File: src/rtl/ps2_host_port.sv
// PS/2 host port: receives device frames into an RX buffer and sends host commands over open-drain clk/data.
// Build option PS2_RX_FIFO_EN selects a FIFO_DEPTH-entry RX FIFO; otherwise a single holding register.
module ps2_host_port #(
    parameter int CLK_FREQ_HZ = 100_000_000,
    parameter int INHIBIT_US  = 100,
    parameter int TIMEOUT_US  = 2000,
    parameter int FIFO_DEPTH  = 8
) (
    input  logic       clk,
    input  logic       rst,
    input  logic       ps2_clk_i,
    input  logic       ps2_dat_i,
    output logic       ps2_clk_oe,
    output logic       ps2_dat_oe,
    input  logic [7:0] tx_data,
    input  logic       tx_valid,
    output logic       tx_ready,
    output logic       tx_done,
    output logic       tx_err,
    output logic [7:0] rx_data,
    output logic       rx_parity_err,
    output logic       rx_valid,
    input  logic       rx_ready,
    output logic       rx_overflow,
    output logic       busy
);

    localparam int CYC_PER_US = CLK_FREQ_HZ / 1_000_000;
    localparam int INH_CYC    = INHIBIT_US * CYC_PER_US;
    localparam int TO_CYC     = TIMEOUT_US * CYC_PER_US;
    localparam int CNT_MAX    = (INH_CYC > TO_CYC) ? INH_CYC : TO_CYC;
    localparam int CNT_W      = $clog2(CNT_MAX + 1);
    localparam logic [CNT_W-1:0] INH_LAST = CNT_W'(INH_CYC - 1);
    localparam logic [CNT_W-1:0] INH_PRE  = CNT_W'(INH_CYC - 2);
    localparam logic [CNT_W-1:0] TO_LAST  = CNT_W'(TO_CYC - 1);

    typedef enum logic [2:0] {IDLE, RX, TX_INHIBIT, TX_DATA, TX_ACK} state_t;

    state_t           state;
    logic [CNT_W-1:0] cnt;
    logic [3:0]       bit_cnt;
    logic [8:0]       tx_shift;
    logic [8:0]       rx_shift;
    logic             start_bit;
    logic             push_req;
    logic [8:0]       push_word;
    logic             clk_p0, clk_p1, clk_p2;
    logic             dat_p0, dat_p1;
    logic             clk_fall;
    logic             dat_smp;
    logic             wd_expire;
    logic             pop;
    logic [8:0]       head;

    function automatic logic odd_parity(input logic [7:0] b);
        return ~(^b);
    endfunction

    // Stage p0/p1: two-flop synchroniser; p2 holds the previous synced clock for edge detection.
    always_ff @(posedge clk) begin
        if (rst) begin
            clk_p0 <= 1'b1;
            clk_p1 <= 1'b1;
            clk_p2 <= 1'b1;
            dat_p0 <= 1'b1;
            dat_p1 <= 1'b1;
        end else begin
            clk_p0 <= ps2_clk_i;
            clk_p1 <= clk_p0;
            clk_p2 <= clk_p1;
            dat_p0 <= ps2_dat_i;
            dat_p1 <= dat_p0;
        end
    end

    assign clk_fall  = clk_p2 & ~clk_p1;
    assign dat_smp   = dat_p1;
    assign wd_expire = !clk_fall && (cnt == TO_LAST);
    assign tx_ready  = (state == IDLE) && !clk_fall;
    assign busy      = (state != IDLE);
    assign push_word = {~(^rx_shift), rx_shift[7:0]};

    always_ff @(posedge clk) begin
        if (rst) begin
            state      <= IDLE;
            cnt        <= '0;
            bit_cnt    <= 4'd0;
            ps2_clk_oe <= 1'b0;
            ps2_dat_oe <= 1'b0;
            tx_done    <= 1'b0;
            tx_err     <= 1'b0;
            push_req   <= 1'b0;
        end else begin
            tx_done  <= 1'b0;
            tx_err   <= 1'b0;
            push_req <= 1'b0;
            case (state)
                IDLE: begin
                    if (clk_fall) begin
                        state   <= RX;
                        bit_cnt <= 4'd0;
                        cnt     <= '0;
                    end else if (tx_valid) begin
                        state      <= TX_INHIBIT;
                        ps2_clk_oe <= 1'b1;
                        cnt        <= '0;
                    end
                end
                RX: begin
                    if (clk_fall) begin
                        cnt <= '0;
                        if (bit_cnt == 4'd9) begin
                            state    <= IDLE;
                            push_req <= !start_bit && dat_smp;
                        end else begin
                            bit_cnt <= bit_cnt + 4'd1;
                        end
                    end else if (wd_expire) begin
                        state <= IDLE;
                    end else begin
                        cnt <= cnt + 1'b1;
                    end
                end
                TX_INHIBIT: begin
                    if (cnt == INH_LAST) begin
                        ps2_clk_oe <= 1'b0;
                        state      <= TX_DATA;
                        cnt        <= '0;
                        bit_cnt    <= 4'd0;
                    end else begin
                        cnt <= cnt + 1'b1;
                        if (cnt == INH_PRE) ps2_dat_oe <= 1'b1;
                    end
                end
                TX_DATA: begin
                    if (clk_fall) begin
                        cnt <= '0;
                        if (bit_cnt == 4'd9) begin
                            ps2_dat_oe <= 1'b0;
                            state      <= TX_ACK;
                        end else begin
                            ps2_dat_oe <= ~tx_shift[0];
                            bit_cnt    <= bit_cnt + 4'd1;
                        end
                    end else if (wd_expire) begin
                        ps2_clk_oe <= 1'b0;
                        ps2_dat_oe <= 1'b0;
                        tx_err     <= 1'b1;
                        state      <= IDLE;
                    end else begin
                        cnt <= cnt + 1'b1;
                    end
                end
                TX_ACK: begin
                    if (clk_fall) begin
                        state <= IDLE;
                        if (!dat_smp) tx_done <= 1'b1;
                        else          tx_err  <= 1'b1;
                    end else if (wd_expire) begin
                        ps2_clk_oe <= 1'b0;
                        ps2_dat_oe <= 1'b0;
                        tx_err     <= 1'b1;
                        state      <= IDLE;
                    end else begin
                        cnt <= cnt + 1'b1;
                    end
                end
                default: state <= IDLE;
            endcase
        end
    end

    // Shift registers carry no reset; they are always reloaded before use.
    always_ff @(posedge clk) begin
        if (state == IDLE && !clk_fall && tx_valid)
            tx_shift <= {odd_parity(tx_data), tx_data};
        else if (state == TX_DATA && clk_fall)
            tx_shift <= {1'b0, tx_shift[8:1]};
        if (state == IDLE && clk_fall)
            start_bit <= dat_smp;
        if (state == RX && clk_fall && bit_cnt != 4'd9)
            rx_shift <= {dat_smp, rx_shift[8:1]};
    end

    assign pop = rx_valid && rx_ready;

`ifdef PS2_RX_FIFO_EN
    localparam int PTR_W = $clog2(FIFO_DEPTH);

    logic [8:0]     mem [FIFO_DEPTH];
    logic [PTR_W:0] wr_ptr, rd_ptr;
    logic           full;

    assign full     = (wr_ptr[PTR_W] != rd_ptr[PTR_W]) &&
                      (wr_ptr[PTR_W-1:0] == rd_ptr[PTR_W-1:0]);
    assign rx_valid = (wr_ptr != rd_ptr);
    assign head     = mem[rd_ptr[PTR_W-1:0]];

    always_ff @(posedge clk) begin
        if (rst) begin
            wr_ptr      <= '0;
            rd_ptr      <= '0;
            rx_overflow <= 1'b0;
        end else begin
            rx_overflow <= 1'b0;
            if (pop) rd_ptr <= rd_ptr + 1'b1;
            if (push_req) begin
                if (!full || pop) wr_ptr      <= wr_ptr + 1'b1;
                else              rx_overflow <= 1'b1;
            end
        end
    end

    always_ff @(posedge clk) begin
        if (push_req && (!full || pop)) mem[wr_ptr[PTR_W-1:0]] <= push_word;
    end
`else
    logic hold_vld;

    assign rx_valid = hold_vld;

    always_ff @(posedge clk) begin
        if (rst) begin
            hold_vld    <= 1'b0;
            rx_overflow <= 1'b0;
        end else begin
            rx_overflow <= 1'b0;
            if (push_req) begin
                if (!hold_vld || pop) hold_vld    <= 1'b1;
                else                  rx_overflow <= 1'b1;
            end else if (pop) begin
                hold_vld <= 1'b0;
            end
        end
    end

    always_ff @(posedge clk) begin
        if (push_req && (!hold_vld || pop)) head <= push_word;
    end
`endif

    assign rx_data       = rx_valid ? head[7:0] : 8'h00;
    assign rx_parity_err = rx_valid & head[8];

endmodule

File: config.mk
export PLATFORM = sky130hd
export DESIGN_NAME = ps2_host_port
export DESIGN_NICKNAME = d
export VERILOG_FILES = /design/src/rtl/ps2_host_port.sv
export SDC_FILE = /design/constraint.sdc
export NUM_CORES = 1
export LEC_CHECK = 0
export CAP_MARGIN = 20
export CORE_MARGIN = 2
export CORE_UTILIZATION = 45
export CTS_BUF_LIST = sky130_fd_sc_hd__clkbuf_2 sky130_fd_sc_hd__clkbuf_4 sky130_fd_sc_hd__clkbuf_8
export DETAILED_ROUTE_END_ITERATION = 6
export PLACE_DENSITY = 0.65
export SYNTH_ARGS = -nofsm -noshare
export SYNTH_HDL_FRONTEND = slang
export SYNTH_SLANG_ARGS = --single-unit
File: constraint.sdc
create_clock -name clk -period 2.6 [get_ports clk]
set_input_delay 0.52 -clock clk [delete_from_list [all_inputs] [get_ports clk]]
set_output_delay 0.52 -clock clk [all_outputs]
set_load 0.02 [all_outputs]
* Word-level counts from Yosys, hierarchy flattened
Index checks and enable logic that the tools add are counted. W data, S select, Z words.
Cells by class: add/sub/neg operators 2, eq/ne operators 24, mux-type cells 48, bitwise gates (word level) 11, reduce and logical (&&, ||, !) cells 35
Operators with widths (number):
- $mux W18 | 6
- $pmux W18 S4 | 1
- $eq A18 B14 Y1 const B | 2
- $mux W3 | 9
- $mux W1 | 20
- $add A18 B1 Y18 const B | 1
- $eq A18 B18 Y1 const B | 1
- $mux W9 | 2
- $ne A2 B2 Y1 const B | 9
- $mux W4 | 4
- $pmux W3 S5 | 1
- $pmux W4 S3 | 1
- $reduce_bool A3 Y1 | 4
- $logic_and A1 B1 Y1 | 10
- $ne A3 B3 Y1 const B | 3
- $not A1 Y1 | 9
- $reduce_xor A9 Y1 | 1
- $mux W8 | 1
- $reduce_and A4 Y1 | 2
- $reduce_xor A8 Y1 | 1
- $eq A3 B2 Y1 const B | 2
- $ne A2 B1 Y1 const B | 3
- $pmux W1 S3 | 2
- $reduce_and A6 Y1 | 1
- other kinds (18) | 24
Word-level totals: bits in registers 65, input bits 14

* Depth between registers and ports, before layout
Gate-level depths: netlist (run 1).
word-level depth 7, depth in mapped cells 8, mapped depth without buffers 7

* Least setup slack after synthesis (run 1)
Ideal clock, no wire load.
kind reg2reg, start register state[0], end register tx_shift[0] (enable), setup time 0.387 ns, arrival time 1.983 ns, slack 0.229 ns, stages on the path, launching flop included 7, path buffers 2, clock period less this slack 2.371 ns, cell sequence dfxtp_1 -> or3_1 -> buf_2 -> nor2_1 -> nand2_1 -> clkbuf_1 -> o21ai_0
On the way: cells in the longest elaborated chain, start to end 4, elaborated cells between the ends (all ways) 6, those cells by class eq/ne: 1; reduce/logical: 5
Ends and longest elaborated chain:
- start, declared | RTL line 39 | state_t state;
- start signal, assigned | RTL line 85 | state <= IDLE;
- start signal, assigned | RTL line 100 | state <= RX;
- start signal, assigned | RTL line 104 | state <= TX_INHIBIT;
- $logic_not A3 Y1
- $logic_and A1 B1 Y1
- named net tx_ready | RTL line 17 | output logic tx_ready,
- $logic_and A1 B1 Y1 | RTL line 175 | if (state == IDLE && !clk_fall && tx_valid)
- $reduce_bool A2 Y1 (no line)
- end signal, assigned | RTL line 176 | tx_shift <= {odd_parity(tx_data), tx_data};
- end signal, assigned | RTL line 178 | tx_shift <= {1'b0, tx_shift[8:1]};
- end, declared | RTL line 42 | logic [8:0] tx_shift;
The timed path passes the listed nets, and every way through them passes these cells. A chain may end at the register's enable or synchronous reset.

* Final worst setup path (run 1)
start register state[1], end output tx_ready
On the way: cells in the longest elaborated chain, start to end 2
Ends and longest elaborated chain:
- $logic_not A3 Y1 | RTL line 79 | assign tx_ready = (state == IDLE) && !clk_fall;
- $logic_and A1 B1 Y1 | RTL line 79
- end, declared | RTL line 17
No other way between the ends.

==> results.toml, run 1 <==
[die]
initial_core_util = 0.4663
die_x_um = 88.14
coreArea_um2 = 6832
die_y_um = 88.14
io_pins = 31
dieArea_um2 = 7768
rows = 30

[clocking]
cts-resized-gates = 0
cts.path.max_buffers = 2
cts_tree = "done"
cts.sinks = 65
clockRootBuffer = "clkbuf_8"
clock_latency_ns = 0.36
path_clk_slew_ns = 0.07
numCtsBuffers = 9
postCtsSetupBuffers = 0
cts_hold_buf = 0
cts_max_level = 3

[min_path]
worstHoldPathCells = 1
min-delay-start = "dat_p0$_SDFF_PP1_"
min_path_type = "register to register"
min_to = "dat_p1$_SDFF_PP1_"

[detailed_routing]
num_vias = 2512
first_pass_iters = 5
drtIter0Drc = 216
wl_per_cell_um = 15.04
routed_wl_mm = 6.783
vias_per_cell = 5.570
drc_errors = 0
ant_nets = 0

[setup_path]
ff2ff_setup_slack_ns = 0.22
reg2reg_to = "cnt[4]$_SDFFE_PP0P_"
rr_startpoint = "state[1]$_SDFFE_PP0P_"
crit_fanout = 11
end_kind = "primary output"
crit_path_top_delay_cell = "clkdlybuf4s50_1"
reg2regPathDepth = 7
critical_path_required_ns = 2.08
crit_start = "state[1]$_SDFFE_PP0P_"
cp.arrival_ns = 2.02
slowest_delay_ns = 0.66
cp-start-kind = "register"
critPathKind = "register to primary output"
path_cells = "or3_1 > nor2_1 > clkdlybuf4s50_1"

[grt]
grt_pass1_vias = 2363
busiest_layer = "met2"
grt.overflow.total = 0
grt_pass1_wl_mm = 11.14
gr-usage-met2 = 0.3051
grtUsageMet1 = 0.2384
grt_max_degree = 19
grt_usage = 0.1884
antenna_found_initial = 0
grt.met3_usage = 0.04713

[logic_synthesis]
yosysWarnings = 0
synth_compound_area_frac = 0.1386
synthMuxAreaShare = 0.03142
ys_ff_latch = 65
yosys.area.top_type = "edfxtp_1"
synthAdderAreaFrac = 0.01571
netlist_top_cells_area = "edfxtp_1 (26%), dfxtp_1 (23%), xnor2_1 (5.8%), nor2_1 (2.9%), mux2_2 (2.8%)"
syn_avg_cell_area_um2 = 10.21
synth_cell_type_count = 59
synthArstFlopShare = 0
synthXorXnorAreaFrac = 0.06324
synth-simple-area-share = 0.2215
syn-num-nets = 330
synthesis.area_um2 = 3186
syn_inst = 312
synth_edf_count = 28
synth.top_cell.area_share = 0.2639
synth-seq-area-share = 0.4965
synth_top_family_by_area = "simple AND/OR/NAND/NOR gates"
ys.flop_type = "dfxtp_1"

[placed_design]
place_inst = 435
placed_area_um2 = 3632
dp_hpwl_mm = 4.825
io_buffers = 30
gp_congestion = 0.8826

[pwr]
p_int_mw = 1.943
power_density_nw_per_um2 = 743.7
peakVddDrop_uv = 303.0
seqPwrFrac = 0.424
combinationalPowerShare = 0.273
clockPowerShare = 0.303
swShare = 0.3188
power.leakage_nw = 1.276
p_sw_uw = 909.3

[timing]
setup_viol = 0
hold_slack_ns = 0.4143
slew_headroom = 0.5539
rsz0062_at_grt = "false"
clock_skew_ns = 0.009726
setup_tns_ns = 0
fin_crit_sh = 0.9771
max_freq_mhz = 393.6
period_needed_ns = 2.540
hold_violations = 0
worst_pin_slew_ns = 0.6630
slew_violations = 0

[finish]
num_antenna_cells = 0
drive_above_1_share = 0.1380
final_area_um2 = 3835
fin_util = 0.5614
area_growth_pct = 20.38
final_cells = 451
nNetsFinal = 368

[job]
max_cap_violations = 0

[run_status]
outcome = "complete, no violations"
cells in the mapped netlist (2+ instances only):
cell type / count
and4_1: 4
o31ai_1: 3
a31oi_1: 4
nand4_1: 6
a22oi_1: 3
edfxtp_1: 28
mux2_2: 8
or3_1: 4
clkbuf_1: 11
o211a_1: 2
buf_2: 3
dfxtp_1: 37
and2_1: 12
nor3_1: 6
a211oi_1: 4
and3_1: 4
o22ai_1: 2
o21ai_0: 10
nand2b_1: 3
xor2_1: 2
a311oi_1: 5
nand2_1: 12
or2_2: 6
a21oi_1: 14
nor3b_1: 2
nor2b_1: 4
nand3b_1: 2
a221oi_1: 3
inv_1: 11
nand3_1: 12
ha_1: 4
xnor2_1: 21
nor4_1: 10
nor2_1: 25
per-stage QoR:
stage	power (mW)	worst slack (ns)
4_1_cts	2.864	0.08211
2_1_floorplan	1.751	0.2291
5_1_grt	2.993	0.01015
3_5_place_dp	2.000	0.1554
3_3_place_gp	1.994	0.2168
6_report	2.852	0.05959
cell usage in the layout, fill, tap and decap left out, types with 4 or more instances in the layout:
| master | Yosys | layout |
|---|---|---|
| a211oi_1 | 4 | 4 |
| a21oi_1 | 14 | 14 |
| a311oi_1 | 5 | 5 |
| a31oi_1 | 4 | 4 |
| and2_1 | 12 | 12 |
| and3_1 | 4 | 4 |
| and4_1 | 4 | 4 |
| buf_4 | 1 | 12 |
| clkbuf_8 | 0 | 9 |
| clkdlybuf4s50_1 | 0 | 30 |
| dfxtp_1 | 37 | 37 |
| edfxtp_1 | 28 | 28 |
| ha_1 | 4 | 4 |
| inv_1 | 11 | 11 |
| mux2_2 | 8 | 8 |
| nand2_1 | 12 | 12 |
| nand3_1 | 12 | 12 |
| nand4_1 | 6 | 6 |
| nor2_1 | 25 | 25 |
| nor2b_1 | 4 | 4 |
| nor3_1 | 6 | 6 |
| nor4_1 | 10 | 10 |
| o21ai_0 | 10 | 10 |
| or2_2 | 6 | 6 |
| or3_1 | 4 | 4 |
| xnor2_1 | 21 | 21 |
how the worst max path moves through the flow:
stage / endpoint / slack, ns / depth (start not counted)
after floorplan: tx_shift[0]$_DFFE_PP_ / 0.23 / 6
after detailed placement: cnt[3]$_SDFFE_PP0P_ / 0.16 / 6
after global routing: tx_ready / 0.01 / 3
after CTS: tx_ready / 0.08 / 3
after global placement: cnt[3]$_SDFFE_PP0P_ / 0.22 / 6
final: tx_ready / 0.06 / 3
sequential cells by signal, summed over array words and instances (netlist names), 3 cells and up:
name and flops:
state 3, head 9, bit_cnt 4, rx_shift 9
tx_shift 9, cnt 18
kinds of logic after synthesis:
group,Yosys count
AO/OA/AOI/OAI,63
XOR/XNOR,23
adder cells (fa/ha/maj),4
buffers and inverters,26
flip-flops,65
multiplexers,9
AND/OR/NAND/NOR,122
worst max-delay path, delay by kind of cell (launching register included):
kind                   cells  cell delay, ns
flip-flops                 1            0.41
AND/OR/NAND/NOR            2            0.61
buffers and inverters      1            0.66
layout make-up:
cell class                      instances  area [um2]
Sequential cell                        65        1582
Inverter                               11       41.29
Tap cell                               96       120.1
Multi-Input combinational cell        221        1499
Fill cell                             646        2997
Timing Repair Buffer                   42       390.4
Clock inverter                          7       78.83
Clock buffer                            9       123.9
power groups by stage:
stage	registers [mW]	logic, mW	clock network (mW)
3_5_place_dp	1.23	0.770	0
4_1_cts	1.21	0.774	0.883
6_report	1.21	0.780	0.864
3_3_place_gp	1.23	0.766	0
2_1_floorplan	1.22	0.532	0
5_1_grt	1.21	0.845	0.933
layer usage:
metal / up-vias / share of wire
li1: 1245 / -
met1: 1180 / 0.46
met2: 78 / 0.48
met3: 9 / 0.043
met4: 0 / 0.014
met5: - / 0
No activity file was read; power rests on OpenSTA's default activity.
==> inputs of run 2 (changes only) <==
Settings changed: PLACE_DENSITY 0.65 to 0.68.
Clock period 2.6 ns to 2.3 ns, I/O delays scaled along.
==> results.toml, run 2 (synthesized netlist as in run 1, its figures left out) <==
[run_status]
outcome = "complete, no violations"

[clocking]
cts.sinks = 65
cts.path.max_buffers = 2
cts_hold_buf = 0
cts_tree = "done"
postCtsSetupBuffers = 0
numCtsBuffers = 9
clock_latency_ns = 0.34
cts_max_level = 3
cts-resized-gates = 2
clockRootBuffer = "clkbuf_8"
path_clk_slew_ns = 0.07

[timing]
period_needed_ns = 2.202
setup_viol = 0
setup_tns_ns = 0
worst_pin_slew_ns = 0.5283
slew_headroom = 0.6446
finalWorstSetupSlack_ns = 0.09836
fin_crit_sh = 0.9572
hold_violations = 0
max_freq_mhz = 454.2
slew_violations = 0
clock_skew_ns = 0.006348
rsz0062_at_grt = "false"

[setup_path]
critical_path_required_ns = 1.84
end_kind = "primary output"
cp-start-kind = "register"
cp.arrival_ns = 1.74
ff2ff_setup_slack_ns = 0.17
rr_startpoint = "state[0]$_SDFFE_PP0P_"
reg2regPathDepth = 7
critPathKind = "register to primary output"
reg2reg_to = "cnt[4]$_SDFFE_PP0P_"
crit_fanout = 4

[detailed_routing]
vias_per_cell = 5.526
drtIter0Drc = 239
ant_nets = 0
drc_errors = 0
first_pass_iters = 4
num_vias = 2520
wl_per_cell_um = 14.84
routed_wl_mm = 6.765

[pwr]
power_density_nw_per_um2 = 889.3
power.leakage_nw = 1.338
peakVddDrop_uv = 344.8

[finish]
drive_above_1_share = 0.1556
largest_register = "cnt"
multi_input_area_um2 = 1505
mostFrequentLayoutCells = "dfxtp_1 (37), clkdlybuf4s50_1 (29), edfxtp_1 (28)"
largest_reg_flops = 18
regArea_um2 = 1582
area_growth_pct = 23.17
n_fill_cell = 598
layout_commonest_cell = "dfxtp_1"
num_antenna_cells = 0
nNetsFinal = 373

[die]
coreArea_um2 = 6832
die_y_um = 88.14
die_x_um = 88.14
rows = 30
io_pins = 31
dieArea_um2 = 7768
initial_core_util = 0.4663

[min_path]
min_to = "dat_p1$_SDFF_PP1_"
min-delay-start = "dat_p0$_SDFF_PP1_"
min_path_type = "register to register"
worstHoldPathCells = 1

[placed_design]
gp_congestion = 0.8652
io_buffers = 30
dp_hpwl_mm = 4.824
pre_cts_slack_ns = 0.002434

[grt]
antenna_found_initial = 0
grt.overflow.total = 0
grt_usage = 0.1935
grt_pass1_wl_mm = 11.40
grt_max_degree = 21
grt_pass1_vias = 2389

[job]
max_cap_violations = 0
[run 2: report_power, final]
group | internal [mW] | switching, mW
Sequential | 1.31 | 0.0352
Combinational | 0.407 | 0.533
Clock | 0.731 | 0.472
[run 2: worst max path at each step]
stage	to	start	slack (ns)	cells after the start
floorplan	tx_shift[1]$_DFFE_PP_	state[0]$_SDFFE_PP0P_	0.13	6
global placement	cnt[4]$_SDFFE_PP0P_	tx_valid	0.07	6
detailed placement	cnt[3]$_SDFFE_PP0P_	tx_valid	0.002	6
CTS	busy	state[0]$_SDFFE_PP0P_	0.08	3
global route	cnt[3]$_SDFFE_PP0P_	state[0]$_SDFFE_PP0P_	0.007	7
finish	busy	state[0]$_SDFFE_PP0P_	0.1	3
[run 2: stage by stage]
step | utilization | cell area (um2) | power, mW | hold slack (ns) | instances
6_report | 0.5744 | 3924 | 3.490 | 0.4122 | 456
5_1_grt | 0.5744 | 3924 | 3.664 | 0.4291 | 456
4_1_cts | 0.5744 | 3924 | 3.509 | 0.4140 | 456
3_5_place_dp | 0.5377 | 3674 | 2.307 | 0.3975 | 440
3_3_place_gp | 0.5377 | 3674 | 2.297 | 0.3960 | 440
2_1_floorplan | - | 3189 | 1.984 | 0.3895 | 312
[run 2: layer usage]
layer,global-route usage,part of all wire,vias up
li1,-,-,1256
met1,0.2574,0.47,1180
met2,0.2996,0.47,78
met3,0.05938,0.056,6
met4,0.07025,0.0090,0
met5,0,0,-
[run 2: area by class of cell]
type	count	share of cell area
clock buffer	9	0.03157
tap	96	0.03061
timing repair buffer	47	0.1087
multi-input combinational	221	0.3836
clock inverter	7	0.03189
inverter	11	0.01052
sequential	65	0.4031
[run 2: worst max-delay path, cell delays in order, from the launching register on]
cell and delay (ns):
dfxtp_1 0.31, or3_1 0.38, buf_4 0.18, clkdlybuf4s50_1 0.53
==> inputs of run 3 (changes only) <==
Settings changed: CTS_CLUSTER_SIZE set to 25, GPL_TIMING_DRIVEN set to 0.
==> results.toml, run 3 (synthesized netlist as in run 1, its figures left out) <==
[die]
coreArea_um2 = 6832
die_y_um = 88.14
initial_core_util = 0.4663
io_pins = 31
dieArea_um2 = 7768
die_x_um = 88.14
rows = 30

[timing]
hold_slack_ns = 0.4159
fin_crit_sh = 0.9355
worst_pin_slew_ns = 0.7074
max_freq_mhz = 464.8
setup_tns_ns = 0
slew_violations = 0
clock_skew_ns = 0.01215
setup_viol = 0
slew_headroom = 0.5267
hold_violations = 0
period_needed_ns = 2.152

[grt]
grt_max_degree = 12
grt.overflow.total = 0
grt_usage = 0.1926
grt_pass1_vias = 2471
antenna_found_initial = 0
grt_pass1_wl_mm = 11.46

[min_path]
min_to = "clk_p1$_SDFF_PP1_"
min_path_type = "register to register"
worstHoldPathCells = 1
min-delay-start = "clk_p0$_SDFF_PP1_"

[pwr]
power.leakage_nw = 1.295
power_density_nw_per_um2 = 859.4
peakVddDrop_uv = 418.2

[finish]
drive_above_1_share = 0.1448
final_cells = 455
mostFrequentLayoutCells = "dfxtp_1 (36), edfxtp_1 (28), clkdlybuf4s50_1 (28)"
fin_util = 0.5659
largest_register = "cnt"
num_antenna_cells = 0
nNetsFinal = 372
largest_reg_flops = 18
area_growth_pct = 21.37
layout_commonest_cell = "dfxtp_1"

[detailed_routing]
first_pass_iters = 4
wl_per_cell_um = 15.25
vias_per_cell = 5.563
drc_errors = 0
num_vias = 2531
ant_nets = 0
routed_wl_mm = 6.939
drtIter0Drc = 212

[setup_path]
critPathKind = "register to register"
cp.arrival_ns = 2.39
end_kind = "register"
crit_fanout = 9
reg2reg_to = "cnt[4]$_SDFFE_PP0P_"
rr_startpoint = "clk_p2$_SDFF_PP1_"
reg2regPathDepth = 6
ff2ff_setup_slack_ns = 0.15
cp-start-kind = "register"
critical_path_required_ns = 2.54

[clocking]
cts.sinks = 65
cts.path.max_buffers = 2
clockRootBuffer = "clkbuf_8"
cts_tree = "done"
cts_max_level = 3
numCtsBuffers = 9
path_clk_slew_ns = 0.07
clock_latency_ns = 0.35
postCtsSetupBuffers = 0

[placed_design]
place_inst = 439
dp_hpwl_mm = 4.989
io_buffers = 30
gp_congestion = 0.9270

[job]
max_cap_violations = 0

[run_status]
outcome = "complete, no violations"
[run 3: how the worst max path moves through the flow]
stage          slack, ns               endpoint                   from
2_1_floorplan       0.13  tx_shift[1]$_DFFE_PP_  state[0]$_SDFFE_PP0P_
3_3_place_gp       -0.25    cnt[5]$_SDFFE_PP0P_               tx_valid
3_5_place_dp       -0.28    cnt[5]$_SDFFE_PP0P_               tx_valid
4_1_cts             0.01               tx_ready  state[0]$_SDFFE_PP0P_
5_1_grt            -0.05    cnt[7]$_SDFFE_PP0P_  state[1]$_SDFFE_PP0P_
6_report            0.15    cnt[4]$_SDFFE_PP0P_      clk_p2$_SDFF_PP1_
[run 3: what timing repair did]
item	in CTS	in global routing
endpoints found under the setup margin	12	24
hold buffers	0	0
pin swaps	0	0
gates resized for setup	4	12
[run 3: routing by layer]
| layer | part of all wire | global-route usage | up-vias | wire (um) |
|---|---|---|---|---|
| met5 | 0 | 0 | - | 0 |
| met4 | 0.019 | 0.07438 | 0 | 135 |
| met3 | 0.050 | 0.04807 | 12 | 350 |
| met2 | 0.47 | 0.3147 | 73 | 3261 |
| met1 | 0.46 | 0.2469 | 1195 | 3192 |
| li1 | - | - | 1251 | - |
[run 3: stage by stage]
step	cell area (um2)	total power, mW	setup WS, ns
final	3866	3.323	0.1484
after global routing	3866	3.485	-0.04540
after CTS	3845	3.312	0.009890
after detailed placement	3615	2.236	-0.2761
after global placement	3610	2.233	-0.2491
after floorplan	3189	1.984	0.1333
[run 3: cell type report]
class                      count  area [um2]
buffer                        15       68.82
clock buffer                  11       138.9
clock inverter                 5       80.08
fill                         641        2965
inverter                      11       41.29
multi-input combinational    221        1531
sequential                    65        1583
tap                           96       120.1
timing repair buffer          31       302.8
[run 3: power breakdown]
part / leakage, nW / switching [mW] / internal [mW]
logic: 0.633 / 0.529 / 0.360
registers: 0.555 / 0.0479 / 1.31
clock network: 0.106 / 0.439 / 0.633
[run 3: worst max-delay path, stage by stage (launching register included)]
cell,delay [ns]
dfxtp_1,0.31
nor2b_1,0.13
clkbuf_2,0.20
or4_1,0.64
nor3_2,0.36
nor2_1,0.11
a311oi_1,0.31
